==> src/rtl/lc3_pkg.sv <==
// Shared types and constants for the LC-3 memory access controller.
// Holds the access FSM state encoding, the default strobe hold time and
// a helper that maps an FSM state to the memory strobe pattern.
package lc3_pkg;

    // Memory access FSM states
    typedef enum logic [1:0] {
        IDLE   = 2'd0,
        ACCESS = 2'd1,
        DONE   = 2'd2
    } mem_state_t;

    // Default number of cycles the memory strobes are held per access
    localparam int MEM_WAIT_DEFAULT = 2;

    // Memory strobe bundle, ordered {ce, oe, we}
    typedef struct packed {
        logic ce;
        logic oe;
        logic we;
    } mem_strobe_t;

    // Strobe pattern presented while the FSM sits in state st.
    // Only ACCESS drives the memory; a write raises we, a read raises oe.
    function automatic mem_strobe_t strobes_for(input mem_state_t st, input logic wr);
        mem_strobe_t s;
        case (st)
            ACCESS:  s = '{ce: 1'b1, oe: ~wr, we: wr};
            IDLE:    s = '{ce: 1'b0, oe: 1'b0, we: 1'b0};
            DONE:    s = '{ce: 1'b0, oe: 1'b0, we: 1'b0};
            default: s = '{ce: 1'b0, oe: 1'b0, we: 1'b0};
        endcase
        return s;
    endfunction

endpackage

==> src/rtl/reg16.sv <==
// 16-bit register with synchronous active-high reset and load enable.
// Used for both MAR and MDR; no arithmetic, it only holds or loads.
module reg16 (
    input  logic        clk,
    input  logic        srst,
    input  logic        ld,
    input  logic [15:0] d,
    output logic [15:0] q
);

    // Reset clears the register, otherwise load d when enabled, else hold
    always_ff @(posedge clk) begin
        if (srst) begin
            q <= 16'h0000;
        end else if (ld) begin
            q <= d;
        end else begin
            q <= q;
        end
    end

endmodule

==> src/rtl/mem_access_ctrl.sv <==
// LC-3 memory access controller.
// Owns MAR and MDR and sequences a single memory read or write: the
// strobes are held for WAIT_CYCLES cycles, then R pulses for one cycle.
// CPU-side loads of MAR/MDR are only accepted while idle so the address
// and data stay stable for the whole access.
module mem_access_ctrl
    import lc3_pkg::*;
#(
    parameter int WAIT_CYCLES = MEM_WAIT_DEFAULT
) (
    input  logic        Clk,
    input  logic        Reset,
    input  logic [15:0] BUS,
    input  logic        LD_MAR,
    input  logic        LD_MDR,
    input  logic        start,
    input  logic        we,
    input  logic [15:0] mem_rdata,
    output logic [15:0] MAR_Out,
    output logic [15:0] MDR_Out,
    output logic [15:0] mem_addr,
    output logic [15:0] mem_wdata,
    output logic        mem_ce,
    output logic        mem_oe,
    output logic        mem_we,
    output logic        R,
    output logic        busy
);

    // Counter start value: cnt counts down to 0 over WAIT_CYCLES ACCESS cycles
    localparam logic [3:0] CNT_INIT = 4'(WAIT_CYCLES - 1);

    mem_state_t  state_r;
    logic [3:0]  cnt_r;
    logic        we_lat_r;

    logic        mar_ld_s;
    logic        mdr_ld_s;
    logic [15:0] mdr_d_s;
    logic        capture_s;

    // Last ACCESS cycle of a read: memory data is valid and goes into MDR
    assign capture_s = (state_r == ACCESS) && (cnt_r == 4'd0) && !we_lat_r;

    // MAR only accepts BUS loads while idle
    assign mar_ld_s = (state_r == IDLE) && LD_MAR;

    // MDR input mux: BUS while idle, memory read data at the end of a read
    always_comb begin
        mdr_ld_s = 1'b0;
        mdr_d_s  = BUS;
        if (state_r == IDLE) begin
            mdr_ld_s = LD_MDR;
            mdr_d_s  = BUS;
        end else if (capture_s) begin
            mdr_ld_s = 1'b1;
            mdr_d_s  = mem_rdata;
        end else begin
            mdr_ld_s = 1'b0;
            mdr_d_s  = BUS;
        end
    end

    reg16 u_mar (
        .clk  (Clk),
        .srst (Reset),
        .ld   (mar_ld_s),
        .d    (BUS),
        .q    (MAR_Out)
    );

    reg16 u_mdr (
        .clk  (Clk),
        .srst (Reset),
        .ld   (mdr_ld_s),
        .d    (mdr_d_s),
        .q    (MDR_Out)
    );

    // The memory always sees the live MAR/MDR contents
    assign mem_addr  = MAR_Out;
    assign mem_wdata = MDR_Out;

    // Access FSM; strobes, R and busy are registered alongside the state
    // so they change on the same edge as the state they describe
    always_ff @(posedge Clk) begin
        if (Reset) begin
            state_r                   <= IDLE;
            cnt_r                     <= 4'd0;
            we_lat_r                  <= 1'b0;
            {mem_ce, mem_oe, mem_we}  <= strobes_for(IDLE, 1'b0);
            R                         <= 1'b0;
            busy                      <= 1'b0;
        end else begin
            case (state_r)
                IDLE: begin
                    if (start) begin
                        state_r                  <= ACCESS;
                        we_lat_r                 <= we;
                        cnt_r                    <= CNT_INIT;
                        {mem_ce, mem_oe, mem_we} <= strobes_for(ACCESS, we);
                        R                        <= 1'b0;
                        busy                     <= 1'b1;
                    end else begin
                        state_r                  <= IDLE;
                        we_lat_r                 <= we_lat_r;
                        cnt_r                    <= cnt_r;
                        {mem_ce, mem_oe, mem_we} <= strobes_for(IDLE, 1'b0);
                        R                        <= 1'b0;
                        busy                     <= 1'b0;
                    end
                end
                ACCESS: begin
                    if (cnt_r != 4'd0) begin
                        state_r                  <= ACCESS;
                        cnt_r                    <= cnt_r - 4'd1;
                        {mem_ce, mem_oe, mem_we} <= strobes_for(ACCESS, we_lat_r);
                        R                        <= 1'b0;
                        busy                     <= 1'b1;
                    end else begin
                        // cnt stays at 0 here; it never wraps below zero
                        state_r                  <= DONE;
                        cnt_r                    <= 4'd0;
                        {mem_ce, mem_oe, mem_we} <= strobes_for(DONE, we_lat_r);
                        R                        <= 1'b1;
                        busy                     <= 1'b1;
                    end
                    we_lat_r <= we_lat_r;
                end
                DONE: begin
                    state_r                  <= IDLE;
                    cnt_r                    <= cnt_r;
                    we_lat_r                 <= we_lat_r;
                    {mem_ce, mem_oe, mem_we} <= strobes_for(IDLE, 1'b0);
                    R                        <= 1'b0;
                    busy                     <= 1'b0;
                end
                default: begin
                    state_r                  <= IDLE;
                    cnt_r                    <= 4'd0;
                    we_lat_r                 <= 1'b0;
                    {mem_ce, mem_oe, mem_we} <= strobes_for(IDLE, 1'b0);
                    R                        <= 1'b0;
                    busy                     <= 1'b0;
                end
            endcase
        end
    end

endmodule

==> config.mk <==
export PLATFORM = sky130hd
export DESIGN_NAME = mem_access_ctrl
export DESIGN_NICKNAME = d
export VERILOG_FILES = /design/src/rtl/lc3_pkg.sv /design/src/rtl/reg16.sv /design/src/rtl/mem_access_ctrl.sv
export SDC_FILE = /design/constraint.sdc
export NUM_CORES = 1
export LEC_CHECK = 0
export BUFFER_PORTS_ARGS = -buffer_cell sky130_fd_sc_hd__buf_2
export CORE_UTILIZATION = 41
export DETAILED_ROUTE_END_ITERATION = 6
export HOLD_SLACK_MARGIN = 0.08
export PLACE_DENSITY = 0.75
export RECOVER_POWER = 25
export SLEW_MARGIN = 20
export SYNTH_ARGS = -nofsm -noshare
export SYNTH_HDL_FRONTEND = slang
export SYNTH_HIERARCHICAL = 1
export SYNTH_SLANG_ARGS = --single-unit
==> constraint.sdc <==
create_clock -name Clk -period 1.9 [get_ports Clk]
set_input_delay 0.095 -clock Clk [delete_from_list [all_inputs] [get_ports Clk]]
set_output_delay 0.095 -clock Clk [all_outputs]
set_load 0.05 [all_outputs]
### After elaboration in Yosys (flattened, before gate mapping)

Cells that the tools add are included.

| storage, ports and cells | value |
|---|---|
| bits in registers | 44 |
| output and inout bits | 69 |

| operators by class | value |
|---|---|
| $add $sub $neg | 1 |
| equal/unequal tests | 3 |
| multiplexer cells | 23 |
| bitwise operators | 5 |
| reductions and logical operators | 11 |

Operators with widths:

| kind | number |
|---|---|
| 2-to-1 mux 16 bit | 2 |
| case mux 4 bit (3 select lines) | 1 |
| 2-to-1 mux 1 bit | 11 |
| case mux 1 bit (2 select lines) | 5 |
| 2-to-1 mux 4 bit | 2 |
| inverter 1 bit | 5 |
| zero test 4 bit | 1 |
| case mux 2 bit (2 select lines) | 1 |
| AND reduction 2 bit | 2 |
| nonzero test 4 bit | 1 |
| OR reduction 2 bit | 2 |
| subtractor 4 x 1 -> 4 bit, second input constant | 1 |
| logical AND 1 bit | 3 |
| equality test 2 x 1 -> 1 bit, second input constant | 1 |
| equality test 2 bit, second input constant | 1 |
| zero test 2 bit | 1 |
| 2-to-1 mux 2 bit | 1 |
| inequality test 2 bit, second input constant | 1 |
| zero test 1 bit | 1 |

### Longest topological paths before layout

Gate-level depths: netlist (run 1).

| depth | value |
|---|---|
| word-level depth | 5 |
| gate-level depth with buffers | 12 |
| mapped depth without buffers | 8 |

### Hierarchy

Netlist (run 1), hierarchy kept.

By module, submodules not included:

| module | instances | cells an instance | area an instance (µm²) | seq. area each (µm²) |
|---|---|---|---|---|
| reg16 | 2 | 52 | 580.6 | 320.3 |
| mem_access_ctrl | 1 | 113 | 1,033.5 | 220.2 |

### Least setup slack after synthesis (run 1)

Ideal clock, no wire load.

| path | value |
|---|---|
| path type | reg2reg |
| from | register state_r[0] |
| to | register u_mdr.q[10] |
| library setup time | 117 ps |
| arrival time | 2,289 ps |
| required time | 1,783 ps |
| path slack | -506 ps |
| cell stages (with the launch flop) | 12 |
| buffers on the path | 5 |
| clock period less this slack | 2,406 ps |
| path through | dfxtp_1 inv_1 ha_1 buf_6 or3_1 buf_6 buf_12 nand2_1 buf_6 buf_12 mux2i_1 nor2_1 |

| between the ends | value |
|---|---|
| cells in the longest elaborated chain, start to end | 5 |
| elaborated cells between the ends (all ways) | 8 |

Ends and longest elaborated chain:

| item | line | text |
|---|---|---|
| start, declared | mem_access_ctrl.sv:33 | `mem_state_t state_r;` |
| start signal, assigned | mem_access_ctrl.sv:88 | `state_r <= IDLE;` |
| start signal, assigned | mem_access_ctrl.sv:98 | `state_r <= ACCESS;` |
| start signal, assigned | mem_access_ctrl.sv:105 | `state_r <= IDLE;` |
| equality test 2 x 1 -> 1 bit | mem_access_ctrl.sv:43 | `assign capture_s = (state_r == ACCESS) && (cnt_r == 4'd0) && !we_lat_r;` |
| logical AND 1 bit (2 in a row) | mem_access_ctrl.sv:43 |  |
| 2-to-1 mux 1 bit | mem_access_ctrl.sv:55 | `end else if (capture_s) begin` |
| 2-to-1 mux 1 bit (*) | mem_access_ctrl.sv:52 | `if (state_r == IDLE) begin` |
| net mdr_ld_s | mem_access_ctrl.sv:38 | `logic mdr_ld_s;` |
| end signal, assigned | reg16.sv:18 | `q <= q;` |
| end, declared | reg16.sv:8 | `output logic [15:0] q` |

Mark *: on every way through the listed nets, which the timed path passes. The rest lies on a longest branch.
A chain may end at the register's enable or synchronous reset.

### Worst setup path after layout (run 1)

| path | value |
|---|---|
| from | register cnt_r[0] |
| to | register u_mdr.q[7] |

| between the ends | value |
|---|---|
| cells in the longest elaborated chain, start to end | 5 |
| elaborated cells between the ends (all ways) | 7 |

Ends and longest elaborated chain:

| item | line | text |
|---|---|---|
| start, declared | mem_access_ctrl.sv:34 | `logic [3:0] cnt_r;` |
| start signal, assigned | mem_access_ctrl.sv:107 | `cnt_r <= cnt_r;` |
| start signal, assigned | mem_access_ctrl.sv:116 | `cnt_r <= cnt_r - 4'd1;` |
| start signal, assigned | mem_access_ctrl.sv:132 | `cnt_r <= cnt_r;` |
| zero test 4 bit | mem_access_ctrl.sv:43 |  |
| logical AND 1 bit (2 in a row) | mem_access_ctrl.sv:43 |  |
| 2-to-1 mux 16 bit | mem_access_ctrl.sv:55 |  |
| 2-to-1 mux 16 bit | mem_access_ctrl.sv:52 |  |
| net mdr_d_s[7] | mem_access_ctrl.sv:39 | `logic [15:0] mdr_d_s;` |

The timed path passes the listed nets, and every way through them passes these cells.

==> results of run 1 <==
## worst max path at each step
stage,to,slack (ps),cells past startpoint
2_1_floorplan,u_mdr/q[10],-130,12
3_3_place_gp,u_mdr/q[1],-20,9
3_5_place_dp,u_mdr/q[1],-100,9
4_1_cts,u_mdr/q[7],-40,9
5_1_grt,u_mdr/q[0],-190,9
6_report,u_mdr/q[7],-90,9
## worst min-delay path, stage by stage
cell and delay, ps:
buf_2 130, nand2_1 80, a21oi_1 60
## per-layer routing
layer,GRT usage (%),vias to the layer above,share of wire (%)
met1,22.3,792,46
met3,5.22,6,6.8
met2,30.6,77,46
met5,0,-,0
li1,-,897,-
met4,6.58,0,1.4
## cell families after synthesis
| logic type | after synthesis |
|---|---|
| adder cells (fa/ha/maj) | 5 |
| multiplexers | 48 |
| buffers and inverters | 50 |
| flip-flops | 43 |
| AO/OA/AOI/OAI | 13 |
| AND/OR/NAND/NOR | 58 |
## registers in the layout, indices dropped and copies added, names as in the netlist
name      flops
mem_we        1
u_mar/q      16
mem_oe        1
we_lat_r      1
R             1
u_mdr/q      16
busy          1
state_r       2
cnt_r         4
## power groups by stage
stage                     sequential [µW]  combinational, µW  clock (µW)
after global routing                 1030               1050         636
after CTS                            1020                969         595
final                                1020                993         577
after detailed placement             1040                929           0
after floorplan                      1260                563           0
after global placement               1040                920           0
## Yosys cell counts, drive strengths merged (3+ instances only)
cell / instances
buf: 44
nand2: 6
nor2: 37
or3: 3
mux2i: 32
dfxtp: 43
mux2: 16
a21oi: 7
ha: 5
inv: 5
## layout make-up
type / count / area (µm²) / area share (%)
Sequential cell: 43 / 867 / 29.3
Multi-Input combinational cell: 124 / 1020 / 34.6
Timing Repair Buffer: 140 / 876 / 29.6
Inverter: 5 / 21.3 / 0.718
Clock inverter: 2 / 12.5 / 0.422
Clock buffer: 6 / 72.6 / 2.45
Tap cell: 70 / 87.6 / 2.96
## what timing repair did
item | in CTS | in global routing
endpoints found under the setup margin | 16 | 18
cloned | 1 | 1
hold buffers | 16 | 0
pin swaps | 2 | 2
resized for setup | 3 | 11
hold endpoints to repair | 16 | 0
buffers inserted | 1 | 0
## per-stage QoR
step                utilization [%]  hold slack, ps  std cells  setup TNS (ps)
floorplan                         -             237        217           -1530
global placement               51.2             349        363            -102
detailed placement             51.2             357        363           -1140
CTS                            56.7            98.8        389            -388
global route                   57.6             112        390           -2540
finish                         57.6             107        390           -1100
## cells in the final DEF, fill, tap and decap left out, types with 2 or more instances in the layout
master | synthesis | layout
buf_2 | 3 | 83
dfxtp_1 | 43 | 40
nor2_1 | 37 | 37
mux2i_1 | 32 | 32
clkbuf_1 | 1 | 24
dlygate4sd3_1 | 0 | 16
buf_4 | 32 | 12
mux2_4 | 9 | 9
mux2_2 | 7 | 7
a21oi_1 | 7 | 7
clkbuf_8 | 0 | 5
nand2_1 | 6 | 4
ha_4 | 0 | 3
buf_12 | 3 | 3
inv_1 | 5 | 2
inv_2 | 0 | 2
o21ai_0 | 2 | 2
or3_1 | 3 | 2
nand3_1 | 2 | 2
ha_1 | 5 | 2
dfxtp_2 | 0 | 2
==> results.toml, run 1 <==
[status]
outcome = "finished with violations"
violations = "setup timing"

[logic_synthesis]
synth_top_cell_area_share_pct = 39.2
synthDistinctLibCells = 31
yosys_warnings = 6
synthMuxAreaShare_pct = 24.3
async_flop_share_pct = 0
synth-seq-cells = 43
synth_compound_area_share_pct = 3.48
synth_fp_nets = 260
synth_xor_area_share_pct = 0
synthesis.area_mm2 = 0.00219
synth_flop_cell = "dfxtp_1"
synthSimpleGateAreaFrac_pct = 12.3
seq_area_frac_synth_pct = 39.2
synthAdderAreaFrac_pct = 2.85
synth-edff-count = 0
synth_top_family_by_area = "multiplexers"
synthTopCellsByArea = "dfxtp_1 39%, mux2i_1 15%, buf_4 11%"
yosysTopAreaCell = "dfxtp_1"
syn_inst = 217
syn_area_per_cell_um2 = 10.1

[worst_setup_path]
max_stage_delay_ps = 390
crit_chain = "inv_2 > ha_4 > nor3b_4 > nand2_2 > or3_4 > buf_12 > mux2_4 > mux2i_1 > nor2_1"
path_max_fanout = 7
cp_top_family = "simple AND/OR/NAND/NOR gates"
cp.required_ps = 2090
reg2reg_to = "u_mdr/q[7]"
crit_path_start = "cnt_r[0]"
reg2reg_slack_ps = -90
cp.arrival_ps = 2180
regToRegStartpoint = "cnt_r[0]"
reg2regPathDepth = 9
worst_path_max_delay_cell = "or3_4"
crit_type = "flop to flop"
worstSetupEndpointType = "flop"
timing.critical_path.buf_inv = 2
start_kind = "flop"

[pwr]
internal_power_uw = 1570
p_leak_uw = 0.00147
netSwitchingPower_uw = 1020
clockPowerShare_pct = 22.3
finalPower_uw = 2590
netSwitchingFraction_pct = 39.3
worst_ir_drop_vdd_uv = 373
pwr-share-comb_pct = 38.3
p_seq_share_pct = 39.4
power.density_mw_per_mm2 = 875

[routing]
drt_iter0_markers = 44
drtPass1Iterations = 4
totalWireLength_um = 5110
via_per_inst = 4.54
wl_per_cell_um = 13.1
vias = 1772
drc = 0
ant_nets = 0

[sta]
clock.fmax_mhz = 503
min_period_ps = 1990
hold_violations = 0
worst_pin_slew_ps = 610
setup_violations = 16
clock_skew_ps = 10.1
slew_headroom_pct = 59.5
rsz0062_at_grt = "yes"
finalMaxSlewViolations = 0
post-route-period-util_pct = 105
setup_ws_ps = -88.1

[cells_and_area]
drive_gt1_share_pct = 44.4
fin_nets = 362
syn2layout_area_growth_pct = 34.9
final_area_mm2 = 0.00296
fillCellCount = 461
n_antenna_cell = 0

[floorplan]
initial_core_util_pct = 42.7
die_area_mm2 = 0.00565
io_pins = 107
rows = 26
die_w_um = 75.2
die_h_um = 75.2
core_mm2 = 0.00514

[run]
maxCapViolCount = 0

[global_route]
grt_usage_pct = 18.2
first_global_vias = 1595
grt_first_pass_wirelength_um = 7480
grt_max_degree = 25
grt_overflow = 0
antenna_found_initial = 0

[worst_hold_path]
hold_end = "state_r[0]"
holdCritStartpoint = "start"
hold_depth = 3
hold_class = "input port to flop"

[clocking]
root_buffer = "clkbuf_8"
numCtsBuffers = 5
cts_tree = "built"
cts.clk_slew.worst_paths_ps = 80
cts_buffer_depth = 2
htreeDepth = 2
cts.sink_count = 43
clock_latency_ps = 300

[place]
routabilityCongestion = 0.754
numPortBuffers = 106
dpl-instance-area_mm2 = 0.00263
pre_cts_ws_ps = -95.5
hpwl_um = 3480
Power figures use the tool's default switching activity.
==> run 2, diff against run 1 <==
- SKIP_LAST_GASP: default -> 1
==> run 2 against run 1 <==
The run still ends with setup timing left; count of clock-buffer cells in the layout unchanged; combinational power about the same; clock skew shrank 0.68 ps; first-iteration DRC count up 11%; via count up 0.28%; cell count unchanged; wire length is 0.27% lower; flip-flop and latch count did not move; power hardly changed; global-route usage unchanged; critical path depth unchanged.
==> results.toml, run 2 (synthesis results as in run 1) <==
[global_route]
antenna_found_initial = 0
grt_usage_pct = 18.2
grt_max_degree = 25
grt_overflow = 0
first_global_vias = 1595
grt_first_pass_wirelength_um = 7480

[cells_and_area]
top_regs = "u_mar/q x16, u_mdr/q x16, cnt_r x4"
final_cell_mix = "83 x buf_2, 40 x dfxtp_1, 37 x nor2_1"
layout_commonest_cell = "buf_2"
n_antenna_cell = 0
fillCellCount = 461
fin_nets = 362
syn2layout_area_growth_pct = 34.9
drive_gt1_share_pct = 44.4

[floorplan]
core_mm2 = 0.00514
die_h_um = 75.2
initial_core_util_pct = 42.7
die_w_um = 75.2
io_pins = 107
rows = 26
die_area_mm2 = 0.00565

[routing]
wl_per_cell_um = 13.1
vias = 1777
via_per_inst = 4.56
totalWireLength_um = 5090
drtPass1Iterations = 4
drc = 0
ant_nets = 0
drt_iter0_markers = 49

[worst_setup_path]
timing.critical_path.buf_inv = 2
cp.required_ps = 2090
path_max_fanout = 7
crit_type = "flop to flop"
regToRegStartpoint = "cnt_r[0]"
reg2regPathDepth = 9
reg2reg_to = "u_mdr/q[7]"
worstSetupEndpointType = "flop"
cp_top_family = "simple AND/OR/NAND/NOR gates"
crit_chain = "inv_2 > ha_4 > nor3b_4 > nand2_2 > or3_4 > buf_12 > mux2_4 > mux2i_1 > nor2_1"
start_kind = "flop"
reg2reg_slack_ps = -90
cp.arrival_ps = 2170
worst_path_max_delay_cell = "or3_4"
max_stage_delay_ps = 390

[status]
outcome = "finished with violations"
violations = "setup timing"

[clocking]
htreeDepth = 2
clock_latency_ps = 300
cts_buffer_depth = 2
root_buffer = "clkbuf_8"
numCtsBuffers = 5
cts.sink_count = 43
cts_tree = "built"
cts.clk_slew.worst_paths_ps = 80

[place]
hpwl_um = 3480
pre_cts_ws_ps = -95.5
routabilityCongestion = 0.754
numPortBuffers = 106

[worst_hold_path]
hold_depth = 3
hold_end = "state_r[0]"
holdCritStartpoint = "start"
hold_class = "input port to flop"

[sta]
worst_pin_slew_ps = 610
finalMaxSlewViolations = 0
setup_ws_ps = -86.6
slew_headroom_pct = 59.5
min_period_ps = 1990
rsz0062_at_grt = "yes"
clock_skew_ps = 9.38
post-route-period-util_pct = 105
hold_violations = 0
setup_violations = 16
clock.fmax_mhz = 503

[pwr]
p_leak_uw = 0.00147
finalPower_uw = 2590
power.density_mw_per_mm2 = 875
worst_ir_drop_vdd_uv = 374

[run]
maxCapViolCount = 0
## run 2: cell counts in the layout (fill, tap and decap cells not counted)
Identical to the previous run, type by type.
## run 2: cell type report
cell class              count  area, µm²  area share, %
inverters                   5       21.3          0.718
well taps                  70       87.6           2.96
flip-flops and latches     43        867           29.3
repair buffers            140        876           29.6
clock inverters             2       12.5          0.422
multi-input cells         124       1020           34.6
clock buffers               6       72.6           2.45
## run 2: how the worst max path moves through the flow
stage | startpoint | endpoint | slack [ps] | cells past startpoint
2_1_floorplan | cnt_r[0] | u_mdr/q[10] | -130 | 12
3_3_place_gp | cnt_r[1] | u_mdr/q[1] | -20 | 9
3_5_place_dp | cnt_r[1] | u_mdr/q[1] | -100 | 9
4_1_cts | cnt_r[0] | u_mdr/q[7] | -40 | 9
5_1_grt | cnt_r[0] | u_mdr/q[0] | -190 | 9
6_report | cnt_r[0] | u_mdr/q[7] | -90 | 9
## run 2: through the flow
stage | setup TNS (ps) | hold slack [ps] | utilization (%) | area (µm²) | instances
2_1_floorplan | -1530 | 237 | - | 2230 | 217
3_3_place_gp | -102 | 349 | 51.2 | 2630 | 363
3_5_place_dp | -1140 | 357 | 51.2 | 2630 | 363
4_1_cts | -388 | 98.8 | 56.7 | 2920 | 389
5_1_grt | -2540 | 112 | 57.6 | 2960 | 390
6_report | -1080 | 111 | 57.6 | 2960 | 390
## run 2: timing repair
item,in CTS,in global routing
buffers inserted,1,0
hold buffers,16,0
resized for setup,3,11
hold endpoints to repair,16,0
gates cloned,1,1
setup endpoints to repair,16,18
pin swaps,2,2
## run 2: worst min-delay path: cells and delay by family
family / cells / cell delay [ps]
buffers and inverters: 1 / 130
AOI/OAI and AO/OA: 1 / 60
and+or+nand+nor: 1 / 90
## run 2: routing by layer
metal	wire, µm	GRT usage, %	up-vias	share of wire, %
li1	-	-	898	-
met1	2330	22.3	796	46
met2	2340	30.6	77	46
met3	347	5.22	6	6.8
met4	73	6.58	0	1.4
met5	0	0	-	0
## run 2: where the power goes
part           switching, µW  leakage [µW]  internal, µW
Sequential              50.0      0.000355           973
Combinational            649       0.00107           343
Clock                    320     0.0000412           257
Total                   1020       0.00147          1570
